## src/rtl/cmp_result_tracker_if.sv

```systemverilog
// Verdict bus between the 2-bit comparator stream source and cmp_result_tracker.
// The master drives verdicts and clear. The slave (the tracker) returns tallies and status.
interface cmp_result_tracker_if #(
  parameter int CNT_W = 8
);
  logic             in_valid;
  logic             f1;
  logic             f2;
  logic             f3;
  logic             clr;
  logic [CNT_W-1:0] gt_cnt;
  logic [CNT_W-1:0] lt_cnt;
  logic [CNT_W-1:0] eq_cnt;
  logic [3:0]       run_cnt;
  logic [1:0]       last_code;
  logic             lock;
  logic             err;

  modport master (
    output in_valid, f1, f2, f3, clr,
    input  gt_cnt, lt_cnt, eq_cnt, run_cnt, last_code, lock, err
  );

  modport slave (
    input  in_valid, f1, f2, f3, clr,
    output gt_cnt, lt_cnt, eq_cnt, run_cnt, last_code, lock, err
  );
endinterface

```

## src/rtl/cmp_result_tracker.sv

```systemverilog
// Tracks comparator verdicts with saturating tallies and equal-run lock detection.
// Any verdict that is not one-hot raises a sticky error until clr or rst.
module cmp_result_tracker #(
  parameter int CNT_W   = 8,
  parameter int RUN_LEN = 3
) (
  input logic                  clk,
  input logic                  rst,
  cmp_result_tracker_if.slave  bus
);
  typedef enum logic [1:0] {S_IDLE, S_TRACK, S_LOCKED, S_ERROR} state_t;

  localparam logic [3:0]       RUN_MAX = 4'(RUN_LEN);
  localparam logic [CNT_W-1:0] CNT_MAX = '1;

  state_t           r_state;
  state_t           w_state_nxt;
  logic [3:0]       r_run;
  logic [3:0]       w_run_nxt;
  logic [3:0]       w_run_inc;
  logic [CNT_W-1:0] r_gt;
  logic [CNT_W-1:0] r_lt;
  logic [CNT_W-1:0] r_eq;
  logic [1:0]       r_last;
  logic             w_legal;
  logic             w_sample;
  logic             w_take;

  assign w_legal   = (bus.f1 & ~bus.f2 & ~bus.f3) |
                     (~bus.f1 & bus.f2 & ~bus.f3) |
                     (~bus.f1 & ~bus.f2 & bus.f3);
  // ERROR freezes everything, so samples there are ignored outright.
  assign w_sample  = bus.in_valid & ~bus.clr & (r_state != S_ERROR);
  assign w_take    = w_sample & w_legal;
  assign w_run_inc = r_run + 4'd1;

  // NOTE: every output of this block gets a default first; a missed branch would otherwise infer a latch.
  always_comb begin
    w_state_nxt = r_state;
    w_run_nxt   = r_run;
    if (bus.clr) begin
      w_state_nxt = S_IDLE;
      w_run_nxt   = 4'd0;
    end else if (w_sample) begin
      if (!w_legal) begin
        w_state_nxt = S_ERROR;
      end else if (bus.f3) begin
        if (r_state != S_LOCKED) begin
          w_run_nxt   = w_run_inc;
          w_state_nxt = (w_run_inc == RUN_MAX) ? S_LOCKED : S_TRACK;
        end
      end else begin
        w_run_nxt   = 4'd0;
        w_state_nxt = S_TRACK;
      end
    end
  end

  // NOTE: state is updated with non-blocking assignments so every register samples pre-edge values.
  always_ff @(posedge clk or posedge rst) begin
    if (rst) begin
      r_state <= S_IDLE;
      r_run   <= 4'd0;
      r_gt    <= '0;
      r_lt    <= '0;
      r_eq    <= '0;
      r_last  <= 2'b00;
    end else begin
      r_state <= w_state_nxt;
      r_run   <= w_run_nxt;
      if (bus.clr) begin
        r_gt   <= '0;
        r_lt   <= '0;
        r_eq   <= '0;
        r_last <= 2'b00;
      end else if (w_take) begin
        if (bus.f1 && r_gt != CNT_MAX) r_gt <= r_gt + CNT_W'(1);
        if (bus.f2 && r_lt != CNT_MAX) r_lt <= r_lt + CNT_W'(1);
        if (bus.f3 && r_eq != CNT_MAX) r_eq <= r_eq + CNT_W'(1);
        r_last <= {bus.f2 | bus.f3, bus.f1 | bus.f3};
      end
    end
  end

  assign bus.gt_cnt    = r_gt;
  assign bus.lt_cnt    = r_lt;
  assign bus.eq_cnt    = r_eq;
  assign bus.run_cnt   = r_run;
  assign bus.last_code = r_last;
  assign bus.lock      = (r_state == S_LOCKED);
  assign bus.err       = (r_state == S_ERROR);
endmodule

```

## src/flat_wrapper.sv

```systemverilog
// flat-port wrapper written by rule: the top's interface ports become plain ports
module cmp_result_tracker_flat 
#(
  parameter int CNT_W   = 8,
  parameter int RUN_LEN = 3
)
  (clk, rst, bus_in_valid, bus_f1, bus_f2, bus_f3, bus_clr, bus_gt_cnt, bus_lt_cnt, bus_eq_cnt, bus_run_cnt, bus_last_code, bus_lock, bus_err);
  cmp_result_tracker_if #(.CNT_W(CNT_W)) bus_i ();
  input logic clk;
  input logic rst;
  input wire logic [$bits(bus_i.in_valid)-1:0] bus_in_valid;
  input wire logic [$bits(bus_i.f1)-1:0] bus_f1;
  input wire logic [$bits(bus_i.f2)-1:0] bus_f2;
  input wire logic [$bits(bus_i.f3)-1:0] bus_f3;
  input wire logic [$bits(bus_i.clr)-1:0] bus_clr;
  output wire logic [$bits(bus_i.gt_cnt)-1:0] bus_gt_cnt;
  output wire logic [$bits(bus_i.lt_cnt)-1:0] bus_lt_cnt;
  output wire logic [$bits(bus_i.eq_cnt)-1:0] bus_eq_cnt;
  output wire logic [$bits(bus_i.run_cnt)-1:0] bus_run_cnt;
  output wire logic [$bits(bus_i.last_code)-1:0] bus_last_code;
  output wire logic [$bits(bus_i.lock)-1:0] bus_lock;
  output wire logic [$bits(bus_i.err)-1:0] bus_err;
  assign bus_i.in_valid = bus_in_valid;
  assign bus_i.f1 = bus_f1;
  assign bus_i.f2 = bus_f2;
  assign bus_i.f3 = bus_f3;
  assign bus_i.clr = bus_clr;
  assign bus_gt_cnt = bus_i.gt_cnt;
  assign bus_lt_cnt = bus_i.lt_cnt;
  assign bus_eq_cnt = bus_i.eq_cnt;
  assign bus_run_cnt = bus_i.run_cnt;
  assign bus_last_code = bus_i.last_code;
  assign bus_lock = bus_i.lock;
  assign bus_err = bus_i.err;
  cmp_result_tracker #(.CNT_W(CNT_W), .RUN_LEN(RUN_LEN)) u_core (.clk(clk), .rst(rst), .bus(bus_i));
endmodule
```

## config.mk

```make
export PLATFORM = sky130hd
export DESIGN_NAME = cmp_result_tracker_flat
export DESIGN_NICKNAME = d
export VERILOG_FILES = /design/src/rtl/cmp_result_tracker_if.sv /design/src/rtl/cmp_result_tracker.sv /design/src/flat_wrapper.sv
export SDC_FILE = /design/constraint.sdc
export NUM_CORES = 1
export LEC_CHECK = 0
export ABC_AREA = 1
export BUFFER_PORTS_ARGS = -buffer_cell sky130_fd_sc_hd__buf_4
export CAP_MARGIN = 20
export CORE_MARGIN = 5
export CORE_UTILIZATION = 25
export DETAILED_ROUTE_END_ITERATION = 8
export PLACE_DENSITY = 0.52
export REMOVE_ABC_BUFFERS = 1
export SLEW_MARGIN = 20
export SYNTH_ARGS = -nofsm -noshare
export SYNTH_HDL_FRONTEND = slang
export SYNTH_SLANG_ARGS = --single-unit
```

## constraint.sdc

```tcl
create_clock -name clk -period 1.4 [get_ports clk]
set_input_delay 0.28 -clock clk [delete_from_list [all_inputs] [get_ports clk]]
set_output_delay 0.28 -clock clk [all_outputs]
set_load 0.05 [all_outputs]
```

Word level (Yosys, flattened, before mapping)
Cells that the tools add are included.

Add/sub/neg operators: 4. Equal/unequal tests: 10. Multiplexer cells: 22. Bitwise gates (word level): 17. Reductions and logical operators: 14.

Operators with widths (count): $mux 8 (9); $add 8x1->8 const B (3); $ne 8x8->1 const B (3); $mux 4 (5); $mux 2 (8); $reduce_bool 2->1 (6); $and 1x1->1 (9); $reduce_and 2->1 (4); $add 4x1->4 const B (1); $eq 2x2->1 const B (2); $eq 4x2->1 const B (1); $ne 2x2->1 const B (2); $ne 4x4->1 const B (1); $not 1->1 (4); $or 1x1->1 (4); $logic_and 1x1->1 (3); $ne 3x1->1 const B (1); $reduce_and 3->1 (1).

Flip-flop bits (word level): 32. Word-level logic and storage cells: 73.

Logic depth before layout (Yosys ltp)
Gate-level depths: netlist (run 1).

Word-level depth: 8. Mapped depth: 11. Mapped depth without buffers: 10.

Least setup slack after synthesis (run 1)
Ideal clock, no wire load.

Kind: register to register. From: register u_core.r_eq[0], in the netlist u_core.bus.eq_cnt[0]. To: register u_core.r_eq[2], in the netlist u_core.bus.eq_cnt[2]. Library setup time: 0.066 ns. Arrival time: 1.630 ns. Data required time: 1.334 ns. Slack: -0.296 ns. Stages on the path, launching flop included: 10. Path buffers: 0. Cells stage by stage: dfrtp_1 ha_1 nand3_2 nor2_2 nand2_1 nand2_2 nand2_4 nand2_8 nand2_1 nand2_1.

Word-level cells in the longest chain between the ends: 4. Elaborated cells on any way between the ends: 8.

RTL lines: start: declaration (line cmp_result_tracker.sv:23) `logic [CNT_W-1:0] r_eq;`; start signal: assignment (line cmp_result_tracker.sv:79) `if (bus.f3 && r_eq != CNT_MAX) r_eq <= r_eq + CNT_W'(1);`; $add 8x1->8 / $ne 8x8->1 (equally long branches) (line cmp_result_tracker.sv:79); $mux 8 / $logic_and 1x1->1 (equally long branches) (line cmp_result_tracker.sv:79); $mux 8 / $reduce_bool 2->1 (equally long branches); $mux 8 / $reduce_and 2->1 (equally long branches).

Parallel ways exist; a longest one is shown, timed or not. The select of a mux whose other input is x is not followed. A chain may end at the register's enable or synchronous reset.

Worst setup path after layout (run 1)
From: register u_core.r_state[0]. To: output port bus_lock.

Word-level cells in the longest chain between the ends: 1.

RTL lines: start: declaration (line cmp_result_tracker.sv:16) `state_t r_state;`; start signal: assignment (line cmp_result_tracker.sv:69) `r_state <= w_state_nxt;`; $eq 2x2->1 (line cmp_result_tracker.sv:90) `assign bus.lock = (r_state == S_LOCKED);`; end: declaration (line flat_wrapper.sv:21) `output wire logic [$bits(bus_i.lock)-1:0] bus_lock;`.

No other way between the ends.

==> impl_metrics.csv, run 1 <==
group,metric,value,unit
worst_setup_path,worstReg2RegEnd,"u_core.bus.eq_cnt[0]",
timing,period_share,96.16,%
worst_setup_path,reg2reg_from,"u_core.bus.eq_cnt[1]",
worst_setup_path,r2r_cells,9,
min_path,hold_class,"primary input to async pin",
worst_setup_path,crit_type,"flop to output pin",
yosys,ys_ff_latch,32,
route,wl_per_cell,11.25,µm
cts,cts_num_sinks,32,
placement,dp_cells,491,
yosys,syn_inst,325,
timing,period_needed,1346,ps
worst_setup_path,startpoint_type,"flop",
global_routing,antenna_found_initial,0,
layout,drive_above_1_share,30.53,%
yosys,synth-seq-area-share,36.72,%
timing,max_freq,0.7428,GHz
floorplanning,num_rows,34,
floorplanning,dieArea,10690,µm²
cts,numCtsBuffers,5,
yosys,yosys-top-cells-area,"dfrtp_1 37%, nand2_1 21%, inv_1 6.9%, nand3_1 6.9%, nor2_1 5.7%",
global_routing,gr-total-overflow,0,
yosys,synth_top_area_cell,"dfrtp_1",
cts,insertion_delay,290,ps
floorplanning,core-area,8593,µm²
route,drc,0,
layout,diodes,0,
yosys,syn_area_per_cell,6.710,µm²
route,antenna_left,0,
layout,finalNonFillerCells,501,
layout,fillers,944,
global_routing,grt_pass1_wl,9466,µm
power_and_ir_drop,pwr-share-clk,36.1,%
power_and_ir_drop,p_int,0.001709,W
timing,fin_skew,12.28,ps
timing,drv_slew,0,
power_and_ir_drop,p_comb_share,24.2,%
route,num_vias,2186,
worst_setup_path,r2r_slack,90,ps
global_routing,grt_max_degree,33,
placement,detailedPlace.worstSlack,-57.77,ps
timing,tns,0,ps
power_and_ir_drop,total_power,0.002533,W
yosys,ys_warn_count,0,
route,drt_wl_total,5637,µm
placement,hpwl,4241,µm
worst_setup_path,arrival,1070,ps
yosys,netlist.area_leader.share,36.72,%
layout,area_delta_synth_final,39.24,%
timing,tightestPinTransition,299.4,ps
worst_setup_path,end_kind,"output pin",
timing,hold_violations,0,
timing,fin_ws,53.79,ps
timing,rsz0062_at_grt,"yes",
route,via_per_inst,4.363,
layout,fin_nets,404,
floorplanning,die_h,103.4,µm
cts,tritoncts,"yes",
floorplanning,io-pin-count,39,
status,outcome,"complete, no violations",
cts,cts_buffer_depth,2,
cts,ctsHtreeMaxLevel,2,
power_and_ir_drop,leakage,1.611,nW
placement,gp_congestion,0.7866,
layout,post-route-util,35.34,%
cts,cts.clk_slew.worst_paths,80,ps
timing,relSlewSlack,79.93,%
floorplanning,dieWidth,103.4,µm
run,cap_violations,0,
yosys,synth_area,2181,µm²
route,first_pass_iters,5,
worst_setup_path,cp_data_required_time,1120,ps
worst_setup_path,critPathMaxFanout,3,
cts,cts-root-buf,"clkbuf_8",
power_and_ir_drop,p_seq_share,39.8,%
global_routing,grtUsageTotal,11.09,%
yosys,yosysUniqueCellTypes,25,
global_routing,grt_pass1_vias,2024,
route,drt-initial-drc-count,56,
power_and_ir_drop,irDropWorstVdd,0.5488,mV
power_and_ir_drop,power.density,834.2,nW/µm²
power_and_ir_drop,p_switching,0.0008237,W
power_and_ir_drop,p_sw_share,32.52,%
placement,io_buffer_count,38,
timing,finalSetupViolCount,0,
floorplanning,start_util,25.38,%
-- layer usage --
metal  track usage (%)  part of all wire [%]  vias up  wire [µm]
met5                 0                     0        -          0
met2             17.70                    48       30       2708
met4             2.689                  0.55        0         31
met1             15.32                    48     1014       2689
met3             2.347                   3.7        2        208
li1                  -                     -     1140          -
-- final cells by class --
type	instances	area, µm²	share of cell area, %
Clock inverter	3	42.54	1.401
Tap cell	108	135.1	4.450
Clock buffer	5	68.82	2.266
Inverter	45	171.4	5.645
Timing Repair Buffer	65	536.8	17.68
Sequential cell	32	800.8	26.37
Multi-Input combinational cell	243	1281	42.19
-- synth_stat cells --
master,instances
nand2_1,124
inv_1,40
nor2_1,33
dfrtp_1,32
nand3_1,30
o21ai_0,9
nand2_2,7
nand4_1,7
nor2_2,6
ha_1,5
inv_2,5
xor2_1,4
a21oi_1,3
nand2_4,3
nand3b_1,3
buf_2,2
nand3_2,2
o21bai_1,2
xnor2_1,2
buf_12,1
buf_6,1
clkbuf_1,1
nand2_8,1
nor3_1,1
nor3_2,1
-- worst max-delay path: stages, from the launching register on --
cell,delay (ps)
dfrtp_1,400
buf_6,130
nor2_4,110
buf_8,150
-- state kept, by name (all words and copies together) (netlist names) --
name,flops
u_core.bus.lt_cnt,8
u_core.bus.run_cnt,4
u_core.bus.last_code,2
u_core.r_state,2
u_core.bus.eq_cnt,8
u_core.bus.gt_cnt,8
-- kinds of logic after synthesis --
| logic type | synth area share, % |
|---|---|
| flip-flops | 36.72 |
| AND/OR/NAND/NOR | 44.75 |
| XOR/XNOR | 2.410 |
| buffers and inverters | 9.810 |
| adder cells (fa/ha/maj) | 2.869 |
| AO/OA/AOI/OAI | 3.442 |
-- power by group through the flow --
stage / clock network [W] / logic, W / registers (W)
2_1_floorplan: 0 / 0.000212 / 0.00115
3_3_place_gp: 0 / 0.000577 / 0.00102
3_5_place_dp: 0 / 0.000579 / 0.00102
4_1_cts: 0.000949 / 0.000587 / 0.000999
5_1_grt: 0.000976 / 0.000669 / 0.00102
6_report: 0.000913 / 0.000612 / 0.00101
-- metrics by stage --
step / hold WS, ps / instance area [µm²]
after CTS: 37.45 / 2907
after floorplan: 396.2 / 2136
after global routing: 45.93 / 3037
after detailed placement: 355.3 / 2781
final: 35.37 / 3037
after global placement: 352.9 / 2781
-- how the worst max path moves through the flow --
stage	cells past startpoint	start	slack, ps	to
after floorplan	9	u_core.bus.eq_cnt[0]	-310	u_core.bus.eq_cnt[2]
after global placement	8	u_core.bus.lt_cnt[0]	-30	u_core.bus.lt_cnt[5]
after detailed placement	8	u_core.bus.lt_cnt[0]	-60	u_core.bus.lt_cnt[3]
after CTS	10	u_core.bus.gt_cnt[0]	10	u_core.bus.gt_cnt[5]
after global routing	9	u_core.bus.eq_cnt[1]	-20	u_core.bus.eq_cnt[2]
final	3	u_core.r_state[0]	50	bus_lock
-- timing repair --
item	in CTS	in global routing
buffers inserted	0	2
hold buffers	0	0
gates resized for setup	4	34
gates cloned	0	0
setup endpoints to repair	9	27
pin swaps	0	5
-- placed cells by master (no fill, tap or decap), types with 6 or more instances in the layout --
cell type,count
o21ai_0,7
nand2_1,113
nand3_1,27
inv_2,6
nor2_1,30
inv_1,38
dfrtp_1,32
nand4_1,7
nor2_4,6
buf_4,60
nand2_2,16
(Power assumes the default switching activity.)
==> run 2: changes to the inputs <==
--- a/config.mk
+++ b/config.mk
@@ -8,7 +8,7 @@
 export ABC_AREA = 1
 export BUFFER_PORTS_ARGS = -buffer_cell sky130_fd_sc_hd__buf_4
 export CAP_MARGIN = 20
-export CORE_MARGIN = 5
+export CORE_MARGIN = 1
 export CORE_UTILIZATION = 25
 export DETAILED_ROUTE_END_ITERATION = 8
 export PLACE_DENSITY = 0.52
==> constraint.sdc (replaced) <==
create_clock -name clk -period 1.7 [get_ports clk]
set_input_delay 0.34 -clock clk [delete_from_list [all_inputs] [get_ports clk]]
set_output_delay 0.34 -clock clk [all_outputs]
set_load 0.05 [all_outputs]
==> run 2 against run 1 <==
Effect of this change: via count decreased by 6.2%; sequential cell count unchanged; global-route usage increased by 1.2 points; hold slack improved by 120 ps; combinational power decreased by 31%; largest power group unchanged.
==> impl_metrics.csv, run 2 (synthesis results as in run 1) <==
group,metric,value,unit
placement,io_buffer_count,38,
worst_setup_path,arrival,1730,ps
placement,hpwl,3767,µm
floorplanning,io-pin-count,39,
route,num_vias,2050,
timing,rsz0062_at_grt,"no",
worst_setup_path,crit_path_frequent_cell,"nand2_1",
timing,max_freq,0.6659,GHz
layout,drive_above_1_share,20.54,%
worst_setup_path,crit_type,"flop to flop",
worst_setup_path,cp.depth,8,
worst_setup_path,cp_data_required_time,1930,ps
timing,fin_skew,5.394,ps
status,outcome,"complete, no violations",
floorplanning,dieWidth,95.40,µm
floorplanning,core-area,8341,µm²
power_and_ir_drop,leakage,1.469,nW
worst_setup_path,cp_cell_sequence,"ha_1, nand2_1, nor2_1, nand2_1, inv_1, nor2_2, nand3_1, nand2_1",
route,drt_wl_total,5211,µm
power_and_ir_drop,p_sw_share,32.46,%
floorplanning,die_h,95.40,µm
power_and_ir_drop,total_power,0.002007,W
floorplanning,start_util,26.15,%
power_and_ir_drop,p_comb_share,20.9,%
worst_setup_path,slowest_stage,"dfrtp_1",
global_routing,grt_pass1_wl,8742,µm
layout,area_delta_synth_final,23.64,%
worst_setup_path,crit_buf_inv,1,
global_routing,grt_pass1_vias,1897,
power_and_ir_drop,p_int,0.001356,W
cts,insertion_delay,290,ps
timing,whs,152.6,ps
cts,cts_buffer_depth,2,
placement,gp_congestion,0.7385,
route,drt-initial-drc-count,60,
global_routing,grt_max_degree,33,
cts,cts_num_sinks,32,
timing,tightestPinTransition,439.8,ps
layout,fin_nets,381,
power_and_ir_drop,p_switching,0.0006516,W
cts,cts_hold_buffers,0,
worst_setup_path,critPathMaxFanout,8,
cts,ctsHtreeMaxLevel,2,
route,drc,0,
cts,tritoncts,"yes",
timing,period_needed,1502,ps
min_path,hold_class,"primary input to async pin",
floorplanning,num_rows,33,
layout,diodes,0,
floorplanning,dieArea,9101,µm²
layout,final_common_cell,"nand2_1",
cts,cts_setup_buffers,0,
cts,cts_resized,0,
timing,period_share,88.34,%
global_routing,gr-total-overflow,0,
route,antenna_left,0,
timing,finalSetupViolCount,0,
global_routing,grtUsageTotal,12.25,%
route,via_per_inst,4.316,
worst_setup_path,startpoint_type,"flop",
power_and_ir_drop,p_seq_share,41.5,%
route,wl_per_cell,10.97,µm
cts,numCtsBuffers,5,
power_and_ir_drop,power.density,744.5,nW/µm²
worst_setup_path,slowest_delay,430,ps
layout,post-route-util,32.33,%
power_and_ir_drop,pwr-share-clk,37.6,%
layout,layout_common_cells,"123 x nand2_1, 42 x buf_4, 40 x inv_1",
route,first_pass_iters,4,
timing,relSlewSlack,70.68,%
worst_setup_path,crit_family,"simple AND/OR/NAND/NOR gates",
worst_setup_path,r2r_cells,8,
run,cap_violations,0,
worst_setup_path,end_kind,"flop",
power_and_ir_drop,irDropWorstVdd,0.3705,mV
timing,drv_slew,0,
cts,cts-root-buf,"clkbuf_8",
cts,cts.clk_slew.worst_paths,80,ps
timing,hold_violations,0,
global_routing,antenna_found_initial,0,
==> run 2: worst paths after layout <==
path                                               from                      end  slack [ps]
worst min register to register  u_core.bus.last_code[1]  u_core.bus.last_code[1]         500
max in group asynchronous                           rst     u_core.bus.gt_cnt[7]        1230
worst max-delay path               u_core.bus.lt_cnt[0]     u_core.bus.lt_cnt[7]         200
min in group clk                                bus_clr     u_core.bus.eq_cnt[7]         410
worst max register to register     u_core.bus.lt_cnt[0]     u_core.bus.lt_cnt[7]         200
worst min-delay path                                rst     u_core.bus.eq_cnt[6]         150
==> run 2: power groups by stage <==
stage / registers [W] / clock network [W] / logic [W]
final: 0.000832 / 0.000755 / 0.000420
after global routing: 0.000838 / 0.000816 / 0.000463
after CTS: 0.000832 / 0.000780 / 0.000427
after detailed placement: 0.000848 / 0 / 0.000426
after global placement: 0.000846 / 0 / 0.000424
after floorplan: 0.000949 / 0 / 0.000174
==> run 2: stage by stage <==
step	TNS, ps	instance area (µm²)	cells	setup slack (ps)
4_1_cts	0	2694	475	177.3
3_3_place_gp	0	2582	467	166.6
2_1_floorplan	-46.03	2136	320	-8.008
6_report	0	2696	475	198.2
3_5_place_dp	0	2582	467	148.3
5_1_grt	0	2696	475	25.14
==> run 2: cell type report <==
type	count	area [µm²]
sequential	32	800.8
clock buffer	5	68.82
inverter	45	168.9
fill	947	5644
clock inverter	3	42.54
multi-input combinational	243	1169
tap	105	131.4
timing repair buffer	42	315.3
==> run 2: routing by layer <==
layer / vias to the layer above / GRT usage (%) / routed length [µm]
met3: 4 / 3.270 / 264
li1: 1094 / - / -
met4: 0 / 1.866 / 23
met2: 41 / 19.17 / 2324
met5: - / 0 / 0
met1: 911 / 17.18 / 2598
==> run 2: tightest hold or removal path, cell delays in order <==
cell and delay (ps):
buf_4 110, inv_1 40, buf_4 380
==> run 3: changes to the inputs <==
--- a/config.mk
+++ b/config.mk
@@ -6,12 +6,12 @@
 export NUM_CORES = 1
 export LEC_CHECK = 0
 export ABC_AREA = 1
-export BUFFER_PORTS_ARGS = -buffer_cell sky130_fd_sc_hd__buf_4
 export CAP_MARGIN = 20
 export CORE_MARGIN = 1
 export CORE_UTILIZATION = 25
 export DETAILED_ROUTE_END_ITERATION = 8
-export PLACE_DENSITY = 0.52
+export DONT_BUFFER_PORTS = 1
+export PLACE_DENSITY = 0.5
 export REMOVE_ABC_BUFFERS = 1
 export SLEW_MARGIN = 20
 export SYNTH_ARGS = -nofsm -noshare
==> constraint.sdc (replaced) <==
create_clock -name clk -period 1.2 [get_ports clk]
set_input_delay 0.24 -clock clk [delete_from_list [all_inputs] [get_ports clk]]
set_output_delay 0.24 -clock clk [all_outputs]
set_load 0.05 [all_outputs]
==> run 3 against run 2 <==
Effect of this change: the run now ends with setup timing left; non-clock buffer count grew 52; maximum frequency grew 13%; via count up 16%; sequential cell count is the same; clock skew down 1.0 ps; register-to-register slack got worse by 330 ps; largest cell class unchanged.
==> impl_metrics.csv, run 3 (synthesis results as in run 1) <==
group,metric,value,unit
timing,finalSetupViolCount,32,
placement,hpwl,4207,µm
timing,tightestPinTransition,460.8,ps
timing,period_needed,1330,ps
worst_setup_path,r2r_slack,-130,ps
layout,post-route-util,43.22,%
route,antenna_left,0,
timing,drv_slew,0,
cts,cts_buffer_depth,2,
min_path,worst_hold_path.endpoint,"u_core.bus.eq_cnt[7]",
worst_setup_path,arrival,1560,ps
timing,period_share,110.8,%
power_and_ir_drop,irDropWorstVdd,0.4069,mV
layout,fin_nets,433,
layout,area_delta_synth_final,65.29,%
power_and_ir_drop,pwr-share-clk,31.2,%
worst_setup_path,end_kind,"flop",
power_and_ir_drop,p_seq_share,42.4,%
route,num_vias,2379,
cts,tritoncts,"yes",
route,drc,0,
layout,final_common_cell,"nand2_1",
power_and_ir_drop,p_sw_share,33.54,%
floorplanning,core-area,8341,µm²
route,first_pass_iters,4,
worst_setup_path,startpoint_type,"flop",
worst_setup_path,cp_data_required_time,1430,ps
min_path,holdPathStages,3,
placement,dpl_cell_area,2798,µm²
status,outcome,"complete, but fails checks",
worst_setup_path,reg2reg_from,"u_core.bus.gt_cnt[1]",
worst_setup_path,r2r_cells,9,
route,wl_per_cell,12.09,µm
route,drt-initial-drc-count,55,
layout,drive_above_1_share,46.45,%
timing,rsz0062_at_grt,"yes",
layout,diodes,0,
layout,stdcell_area,3605,µm²
cts,cts_num_sinks,32,
timing,whs,92.62,ps
floorplanning,start_util,26.15,%
floorplanning,num_rows,33,
global_routing,gr-usage-met1,18.40,%
global_routing,grtUsageTotal,14.49,%
placement,detailedPlace.worstSlack,-235.9,ps
timing,max_freq,0.7521,GHz
status,violations,"setup timing",
power_and_ir_drop,p_comb_share,26.5,%
global_routing,gr-total-overflow,0,
layout,ff_latch_area,813.3,µm²
timing,hold_violations,0,
timing,fin_ws,-129.6,ps
timing,fin_skew,4.372,ps
global_routing,grt_pass1_wl,10250,µm
layout,multi_input_area,1470,µm²
global_routing,busiest_layer,"met2",
floorplanning,dieArea,9101,µm²
global_routing,grtUsageMet3,3.828,%
route,via_per_inst,4.514,
route,drt_wl_total,6374,µm
global_routing,globalRouteMet2Util,24.29,%
floorplanning,io-pin-count,39,
cts,ctsHtreeMaxLevel,2,
global_routing,antenna_found_initial,0,
power_and_ir_drop,p_int,0.001908,W
layout,fillers,842,
global_routing,grt_max_degree,33,
cts,cts.clk_slew.worst_paths,70,ps
min_path,hold_class,"primary input to flop",
cts,numCtsBuffers,5,
worst_setup_path,crit_type,"flop to flop",
placement,gp_congestion,0.7760,
run,cap_violations,0,
worst_setup_path,critPathMaxFanout,4,
cts,insertion_delay,290,ps
timing,relSlewSlack,69.28,%
floorplanning,die_h,95.40,µm
layout,layout_common_cells,"102 x nand2_1, 54 x buf_4, 34 x inv_1",
power_and_ir_drop,p_switching,0.0009628,W
cts,cts-root-buf,"clkbuf_8",
power_and_ir_drop,power.density,796.3,nW/µm²
floorplanning,dieWidth,95.40,µm
global_routing,grt_pass1_vias,2264,
worst_setup_path,worstReg2RegEnd,"u_core.bus.gt_cnt[6]",
power_and_ir_drop,leakage,1.822,nW
min_path,min-delay-start,"bus_clr",
placement,io_buffer_count,0,
-- run 3: metal layers --
layer | vias up | wire, µm
met5 | - | 0
met2 | 38 | 3119
met4 | 0 | 96
met1 | 1124 | 2850
li1 | 1206 | -
met3 | 11 | 308
-- run 3: metrics by stage --
step / power [W] / setup TNS (ps) / instances
after floorplan: 0.001591 / -12270 / 320
after global placement: 0.001815 / -3677 / 494
after detailed placement: 0.001820 / -4138 / 494
after CTS: 0.002837 / -2319 / 516
after global routing: 0.003016 / -5870 / 527
final: 0.002870 / -2959 / 527
-- run 3: area by class of cell --
type	instances	share of cell area, %
flip-flops and latches	32	22.56
well taps	105	3.645
inverters	45	5.033
multi-input cells	243	40.78
clock buffers	8	2.499
repair buffers	94	25.48
-- run 3: power groups by stage --
| stage | registers (W) | clock network (W) | logic [W] |
|---|---|---|---|
| after global placement | 0.00122 | 0 | 0.000592 |
| after global routing | 0.00122 | 0.000965 | 0.000827 |
| final | 0.00122 | 0.000894 | 0.000759 |
| after CTS | 0.00121 | 0.000928 | 0.000701 |
| after detailed placement | 0.00123 | 0 | 0.000595 |
| after floorplan | 0.00134 | 0 | 0.000247 |
-- run 3: worst max path at each step --
stage | start | slack, ps | endpoint
after floorplan | u_core.bus.eq_cnt[0] | -510 | u_core.bus.eq_cnt[2]
after global placement | u_core.bus.lt_cnt[0] | -220 | u_core.bus.lt_cnt[1]
after detailed placement | u_core.bus.lt_cnt[0] | -240 | u_core.bus.lt_cnt[0]
after CTS | u_core.r_state[0] | -110 | bus_lock
after global routing | u_core.bus.eq_cnt[0] | -240 | u_core.bus.eq_cnt[3]
final | u_core.bus.gt_cnt[1] | -130 | u_core.bus.gt_cnt[6]
-- run 3: worst max-delay path, cell delays in order, from the launching register on --
cell and delay (ps):
dfrtp_1 380, ha_2 200, inv_2 60, nor2_4 150
nand3_1 140, nand2_1 90, nand2_1 50, nor2_1 80
nand2_1 70, nand2_1 60
-- run 3: repair_timing --
| action | in CTS | in global routing |
|---|---|---|
| setup endpoints to repair | 47 | 51 |
| resized for setup | 101 | 54 |
| hold endpoints to repair | 32 | 0 |
| hold buffers | 1 | 0 |
| buffers inserted | 16 | 11 |
| pin swaps | 25 | 44 |
| cloned | 0 | 0 |
